[config.mk]
export PLATFORM = sky130hd
export DESIGN_NAME = sync_fifo_prog
export DESIGN_NICKNAME = d
export VERILOG_FILES = /design/src/rtl/sync_fifo_prog_pkg.sv /design/src/rtl/sync_fifo_prog_mem.sv /design/src/rtl/sync_fifo_prog.sv
export SDC_FILE = /design/constraint.sdc
export NUM_CORES = 1
export LEC_CHECK = 0
export BUFFER_PORTS_ARGS = -buffer_cell sky130_fd_sc_hd__buf_2
export CAP_MARGIN = 15
export CORE_UTILIZATION = 53
export DETAILED_ROUTE_END_ITERATION = 8
export PLACE_DENSITY = 0.76
export SYNTH_ARGS = -nofsm -noshare
export SYNTH_HDL_FRONTEND = slang
export SYNTH_SLANG_ARGS = --single-unit
[constraint.sdc]
create_clock -name clk -period 3 [get_ports clk]
set_input_delay 0.15 -clock clk [delete_from_list [all_inputs] [get_ports clk]]
set_output_delay 0.15 -clock clk [all_outputs]
set_load 0.03 [all_outputs]
[src/rtl/sync_fifo_prog_pkg.sv]
// ---------------------------------------------------------------------------
// fifo_pkg
// Shared definitions for the programmable synchronous FIFO and its storage
// array.
//   FIFO_WIDTH_DEF / FIFO_DEPTH_DEF : default word width and entry count
//   fifo_mode_e                     : standard registered read or FWFT
//   cnt_w(depth)                    : width of count/threshold buses, wide
//                                     enough to hold the value "depth"
// ---------------------------------------------------------------------------
package fifo_pkg;

    localparam int FIFO_WIDTH_DEF = 16;
    localparam int FIFO_DEPTH_DEF = 8;

    typedef enum logic {
        FIFO_STD  = 1'b0,
        FIFO_FWFT = 1'b1
    } fifo_mode_e;

    // One extra bit over the pointer width, so that a completely full FIFO
    // (count == depth) can be represented.
    function automatic int cnt_w(input int depth);
        return $clog2(depth) + 1;
    endfunction

endpackage

[src/rtl/sync_fifo_prog_mem.sv]
// ---------------------------------------------------------------------------
// fifo_mem
// Storage array for sync_fifo_prog: DEPTH words of WIDTH bits, one
// synchronous write port and one asynchronous (combinational) read port.
//   clk     : write clock, rising edge
//   wr_en   : write strobe, stores wr_data at wr_addr on the rising edge
//   wr_addr : write address
//   wr_data : write data
//   rd_addr : read address
//   rd_data : contents of mem[rd_addr], combinational
// The array has no reset; the FIFO control logic never exposes a location
// that has not been written since the last reset or flush.
// ---------------------------------------------------------------------------
module fifo_mem
    import fifo_pkg::*;
#(
    parameter int WIDTH = FIFO_WIDTH_DEF,
    parameter int DEPTH = FIFO_DEPTH_DEF,
    parameter int AW    = $clog2(DEPTH)
) (
    input  logic             clk,
    input  logic             wr_en,
    input  logic [AW-1:0]    wr_addr,
    input  logic [WIDTH-1:0] wr_data,
    input  logic [AW-1:0]    rd_addr,
    output logic [WIDTH-1:0] rd_data
);

    logic [WIDTH-1:0] mem [DEPTH];

    // Write port: one word per clock when the controller accepts a write.
    always_ff @(posedge clk) begin
        if (wr_en) begin
            mem[wr_addr] <= wr_data;
        end
    end

    // Read port is combinational so the controller can either register the
    // word (standard mode) or present it directly (first-word-fall-through).
    assign rd_data = mem[rd_addr];

endmodule

[src/rtl/sync_fifo_prog.sv]
// ---------------------------------------------------------------------------
// sync_fifo_prog
// Parametrised synchronous FIFO with selectable standard / first-word-fall-
// through read, runtime almost-full/almost-empty thresholds, synchronous
// flush and simultaneous read/write while full.
//
// Parameters
//   FIFO_WIDTH : data word width (>= 1)
//   FIFO_DEPTH : number of entries, power of two, >= 2
//   FWFT       : 0 = registered read, 1 = first-word-fall-through
//
// Ports
//   clk         : clock, rising edge
//   rst         : asynchronous active-high reset
//   flush       : synchronous clear of pointers/count/strobes (overrides
//                 wr_en and rd_en in the same cycle)
//   wr_en       : write request, data_in stored if accepted
//   data_in     : write data
//   rd_en       : read request
//   af_thresh   : almostfull  = (count >= af_thresh)
//   ae_thresh   : almostempty = (count <= ae_thresh)
//   data_out    : read data (registered in standard mode, head word in FWFT)
//   rd_valid    : data_out holds valid read data
//   wr_ack      : write of the previous cycle was accepted
//   overflow    : write of the previous cycle was rejected because full
//   underflow   : read of the previous cycle was rejected because empty
//   full, empty, almostfull, almostempty : status flags decoded from count
//   count       : current occupancy, 0 .. FIFO_DEPTH
// ---------------------------------------------------------------------------
module sync_fifo_prog
    import fifo_pkg::*;
#(
    parameter int FIFO_WIDTH = FIFO_WIDTH_DEF,
    parameter int FIFO_DEPTH = FIFO_DEPTH_DEF,
    parameter int FWFT       = 0
) (
    input  logic                          clk,
    input  logic                          rst,
    input  logic                          flush,
    input  logic                          wr_en,
    input  logic [FIFO_WIDTH-1:0]         data_in,
    input  logic                          rd_en,
    input  logic [cnt_w(FIFO_DEPTH)-1:0]  af_thresh,
    input  logic [cnt_w(FIFO_DEPTH)-1:0]  ae_thresh,
    output logic [FIFO_WIDTH-1:0]         data_out,
    output logic                          rd_valid,
    output logic                          wr_ack,
    output logic                          overflow,
    output logic                          underflow,
    output logic                          full,
    output logic                          empty,
    output logic                          almostfull,
    output logic                          almostempty,
    output logic [cnt_w(FIFO_DEPTH)-1:0]  count
);

    localparam int              CW      = cnt_w(FIFO_DEPTH);
    localparam int              AW      = $clog2(FIFO_DEPTH);
    localparam fifo_mode_e      MODE    = (FWFT != 0) ? FIFO_FWFT : FIFO_STD;
    localparam logic [CW-1:0]   DEPTH_C = CW'(FIFO_DEPTH);

    logic [AW-1:0]          wr_ptr;
    logic [AW-1:0]          rd_ptr;
    logic [CW-1:0]          count_q;
    logic [CW-1:0]          count_next;
    logic                   wr_accept;
    logic                   rd_accept;
    logic                   wr_ack_q;
    logic                   overflow_q;
    logic                   underflow_q;
    logic [FIFO_WIDTH-1:0]  mem_rd_data;

    // Status flags are decoded from the registered count, so they change
    // only on clock edges except when a threshold input itself changes.
    assign full        = (count_q == DEPTH_C);
    assign empty       = (count_q == '0);
    assign almostfull  = (count_q >= af_thresh);
    assign almostempty = (count_q <= ae_thresh);
    assign count       = count_q;

    // A write is still accepted when full if a read frees a slot on the same
    // edge; in that case the write lands in the slot being read, which is
    // safe because the read port sampled the old word before the edge.
    // Flush wins over both requests.
    assign wr_accept = wr_en && (!full || rd_en) && !flush;
    assign rd_accept = rd_en && !empty && !flush;

    // Occupancy moves by one only when exactly one side is accepted.
    always_comb begin
        count_next = count_q;
        unique case ({wr_accept, rd_accept})
            2'b10:   count_next = count_q + CW'(1);
            2'b01:   count_next = count_q - CW'(1);
            default: count_next = count_q;
        endcase
    end

    // Pointers and count. Depth is a power of two, so the pointers wrap by
    // natural overflow of their AW-bit width.
    always_ff @(posedge clk or posedge rst) begin
        if (rst) begin
            wr_ptr  <= '0;
            rd_ptr  <= '0;
            count_q <= '0;
        end else if (flush) begin
            wr_ptr  <= '0;
            rd_ptr  <= '0;
            count_q <= '0;
        end else begin
            if (wr_accept) begin
                wr_ptr <= wr_ptr + AW'(1);
            end
            if (rd_accept) begin
                rd_ptr <= rd_ptr + AW'(1);
            end
            count_q <= count_next;
        end
    end

    // Request outcome strobes: each reflects the request seen on the edge
    // that registered it, so they repeat on consecutive cycles while the
    // same condition persists. An empty FIFO rejects a read even when a
    // write is accepted alongside it.
    always_ff @(posedge clk or posedge rst) begin
        if (rst) begin
            wr_ack_q    <= 1'b0;
            overflow_q  <= 1'b0;
            underflow_q <= 1'b0;
        end else if (flush) begin
            wr_ack_q    <= 1'b0;
            overflow_q  <= 1'b0;
            underflow_q <= 1'b0;
        end else begin
            wr_ack_q    <= wr_accept;
            overflow_q  <= wr_en && !wr_accept;
            underflow_q <= rd_en && empty;
        end
    end

    assign wr_ack    = wr_ack_q;
    assign overflow  = overflow_q;
    assign underflow = underflow_q;

    fifo_mem #(
        .WIDTH (FIFO_WIDTH),
        .DEPTH (FIFO_DEPTH),
        .AW    (AW)
    ) u_mem (
        .clk     (clk),
        .wr_en   (wr_accept),
        .wr_addr (wr_ptr),
        .wr_data (data_in),
        .rd_addr (rd_ptr),
        .rd_data (mem_rd_data)
    );

    generate
        if (MODE == FIFO_FWFT) begin : g_fwft
            // The head word is always on data_out; a read just advances
            // rd_ptr so the next word falls through after the edge.
            assign data_out = mem_rd_data;
            assign rd_valid = !empty;
        end else begin : g_std
            logic [FIFO_WIDTH-1:0] data_q;
            logic                  valid_q;

            // Registered read: data_out updates only on an accepted read and
            // otherwise holds its last value; rd_valid marks the cycle after
            // each accepted read.
            always_ff @(posedge clk or posedge rst) begin
                if (rst) begin
                    data_q  <= '0;
                    valid_q <= 1'b0;
                end else if (flush) begin
                    valid_q <= 1'b0;
                end else begin
                    valid_q <= rd_accept;
                    if (rd_accept) begin
                        data_q <= mem_rd_data;
                    end
                end
            end

            assign data_out = data_q;
            assign rd_valid = valid_q;
        end
    endgenerate

endmodule

==> run metrics <==
status=completed; Req. time, crit path=3.35 ns; beginning of the worst hold path=data_in[8]; worst clock skew=0.00863 ns; antenna viol nets, final=0; share of the yosys chip area belonging to registers=70.6%; drc violations=0; WL final=12900 um; DRT Pass-1 Iters=4; most used routing layer in global routing=met2; capturing element type of the critical path=register; arrival time reported for the critical path endpoint=3.12 ns; biggest fanout along the worst timing path=7; met2 track demand over resource=34.1%; number of clock buffers inserted by TritonCTS=17; switching power=2.09 mW; post-route setup slack=0.222 ns; initial antenna violation count=0; share of the clock period used by the worst path=92.6%; number of post-CTS setup repair buffers=0; # fillers=864; min-delay worst type=in -> reg; DRC marker count from the first detailed-route iteration=295; final total negative setup slack=0 ns; initial standard-cell utilization of the core=54.2%; number of synthesized register bits=158; switching share of total power=32.2%; worst r2r src=count[0]; post-synthesis cell area=6510 sq um; worst slew slack as a fraction of its limit=33.5%; proportion of power drawn by the clock network=30.3%; TritonCTS clock tree=built; share of power burned in registers=41.7%; internal power consumption=4.40 mW; global-route wire length before repair=20500 um; number of standard-cell rows in the floorplan=40; maximum vdd ir drop=0.571 mV; Net Count, Synth=468; most used cells in the layout excluding fill and tap cells=128 x edfxtp_1, 66 x mux2i_1, 56 x buf_2, 38 x nand2_1, 32 x a22oi_1; hold-fix buffer count after cts=8; mean instance size in the synthesized netlist=15.3 sq um; Setup Viol. Count Final=0; YS warnings=0; clock net sink count=158; routed via count divided by cell count=5.70; Die Height=113 um; PostCTS Resize Cnt=0; area delta synth->final=17.7%; total area of multi-input combinational cells=1800 sq um; power per cell area=847 nW/um^2; hold violation total from the final report=0; global placement routability congestion=0.882; clock transition time at the flip-flop clock pins of the worst setup and hold paths=0.06 ns; maxcap violations=0; DPL Wire Length=7910 um; Die Wd=113 um; ys async rst share=19.0%; Clock Tree Root=clkbuf_16; total inserted antenna cells=0; LEAKAGE=2.88 nW; latest clock arrival within the worst-skew pair=0.43 ns; pin count of the biggest net entering global routing=49; most instantiated flip-flop cell in the synthesis netlist=edfxtp_1; core area=12000 sq um; deepest clock path buffer count=2; die footprint=12700 sq um; RSZ-0062 raised after global routing=false; Fin Hold WS=0.00269 ns; leading cell type in the layout, fill and taps excluded=edfxtp_1; fin nets=545; Clock H-tree levels=4; clock period minus final worst setup slack=2.78 ns; routed wirelength normalized by instance count=19.5 um; total gr overflow=0; met3 Use GR=5.62%; met1 global-route usage=30.2%; Critical Setup Path Class=reg -> reg; share of post-route cells with drive strength above 1=22.1%; via count of the first global-routing pass=3880; number of cells produced by synthesis=426; power after layout=6.49 mW; count of final max-slew check failures=0; total track usage=22.1%; number of flops mapped to enable cells by yosys=128; Sequential Area=4600 sq um; worst-margin pin slew=0.993 ns; worst setup path startpoint=count[0]; maximum clock rate=360 MHz; Port Buf Inserts=56; startpoint kind of the worst setup timing path=register; Distinct cells, synth=45; DP Worst Slack=0.236 ns; vias after detailed routing=3782; num ports=57; combinational share of power=28.0%
cell families (layout without fill, tap and decap cells):
| family | count (synthesis) | count (layout) | synth area share, % |
|---|---|---|---|
| adders and majority gates | 13 | 13 | 2.61 |
| and+or+nand+nor | 96 | 96 | 7.03 |
| DFF | 158 | 158 | 70.6 |
| xor gates and xnor gates | 5 | 5 | 0.673 |
| AOI/OAI and AO/OA | 56 | 56 | 6.59 |
| buffers and inverters | 32 | 122 | 2.36 |
| muxes | 66 | 66 | 10.1 |
per-stage QoR:
step                instance area (sq um)  instances  util (%)
finish                               7660        663      63.8
global route                         7660        663      63.8
detailed placement                   7040        623      58.6
CTS                                  7660        663      63.8
floorplan                            6520        426         -
global placement                     7040        623      58.6
power by group through the flow:
stage               clock network [mW]  logic (mW)  registers, mW
floorplan                            0        1.14           2.96
global route                      2.08        1.97           2.73
CTS                               2.00        1.83           2.71
finish                            1.97        1.82           2.71
detailed placement                   0        1.81           2.75
global placement                     0        1.78           2.75
state kept, by name (all words and copies together) (netlist names), 3 cells and up:
register   flops
count          4
data_out      16
rd_ptr         3
u_mem.mem    128
wr_ptr         3
area by class of cell:
| cell class | count | share of cell area [%] |
|---|---|---|
| Inverter | 10 | 0.490 |
| Tap cell | 147 | 2.40 |
| Clock buffer | 17 | 5.55 |
| Multi-Input combinational cell | 236 | 23.5 |
| Clock inverter | 15 | 1.60 |
| Sequential cell | 158 | 60.0 |
| Timing Repair Buffer | 80 | 6.43 |
routing by layer:
| layer | wire length, um | share of wire, % | up-vias |
|---|---|---|---|
| met1 | 5680 | 44 | 1895 |
| met5 | 0 | 0 | - |
| met4 | 136 | 1.1 | 0 |
| li1 | - | - | 1771 |
| met2 | 6460 | 50 | 104 |
| met3 | 625 | 4.8 | 12 |
cell usage after synthesis, drive strengths merged (2+ instances only):
| cell | number | area [sq um] |
|---|---|---|
| edfxtp | 128 | 3840 |
| mux2i | 66 | 661 |
| nand2 | 38 | 143 |
| a22oi | 32 | 240 |
| dfrtp | 30 | 751 |
| nand3 | 18 | 90.1 |
| nor2 | 15 | 56.3 |
| buf | 14 | 86.3 |
| ha | 12 | 150 |
| inv | 10 | 37.5 |
| clkbuf | 8 | 30.0 |
| a21oi | 5 | 25.0 |
| nand2b | 5 | 31.3 |
| nor3 | 5 | 25.0 |
| o21ai | 5 | 28.8 |
| a21o | 4 | 31.3 |
| nor2b | 3 | 18.8 |
| nor4 | 3 | 25.0 |
| o21a | 3 | 22.5 |
| xnor2 | 3 | 26.3 |
| a211oi | 2 | 27.5 |
| nand3b | 2 | 15.0 |
| or2 | 2 | 12.5 |
| xor2 | 2 | 17.5 |
path summary, 6_finish.rpt:
kind | end | slack (ns) | depth (start not counted)
worst max-delay path | count[3] | 0.22 | 8
worst min-delay path | u_mem.mem[1][8] | 0.003 | 1
worst max register to register | count[3] | 0.22 | 8
worst min register to register | data_out[6] | 0.47 | 2
max in group asynchronous | rd_ptr[0] | 1.99 | 4
min in group asynchronous | data_out[6] | 0.31 | 3
worst max-delay path: stages (launching register included):
cell	delay (ns)
dfrtp_1	0.38
or3_4	0.42
o21a_1	0.28
nor3_1	0.37
ha_1	0.34
a21o_2	0.21
a2111oi_0	0.41
o21ai_1	0.13
a31oi_1	0.14
Note: power is estimated with default switching activity, not from simulation.
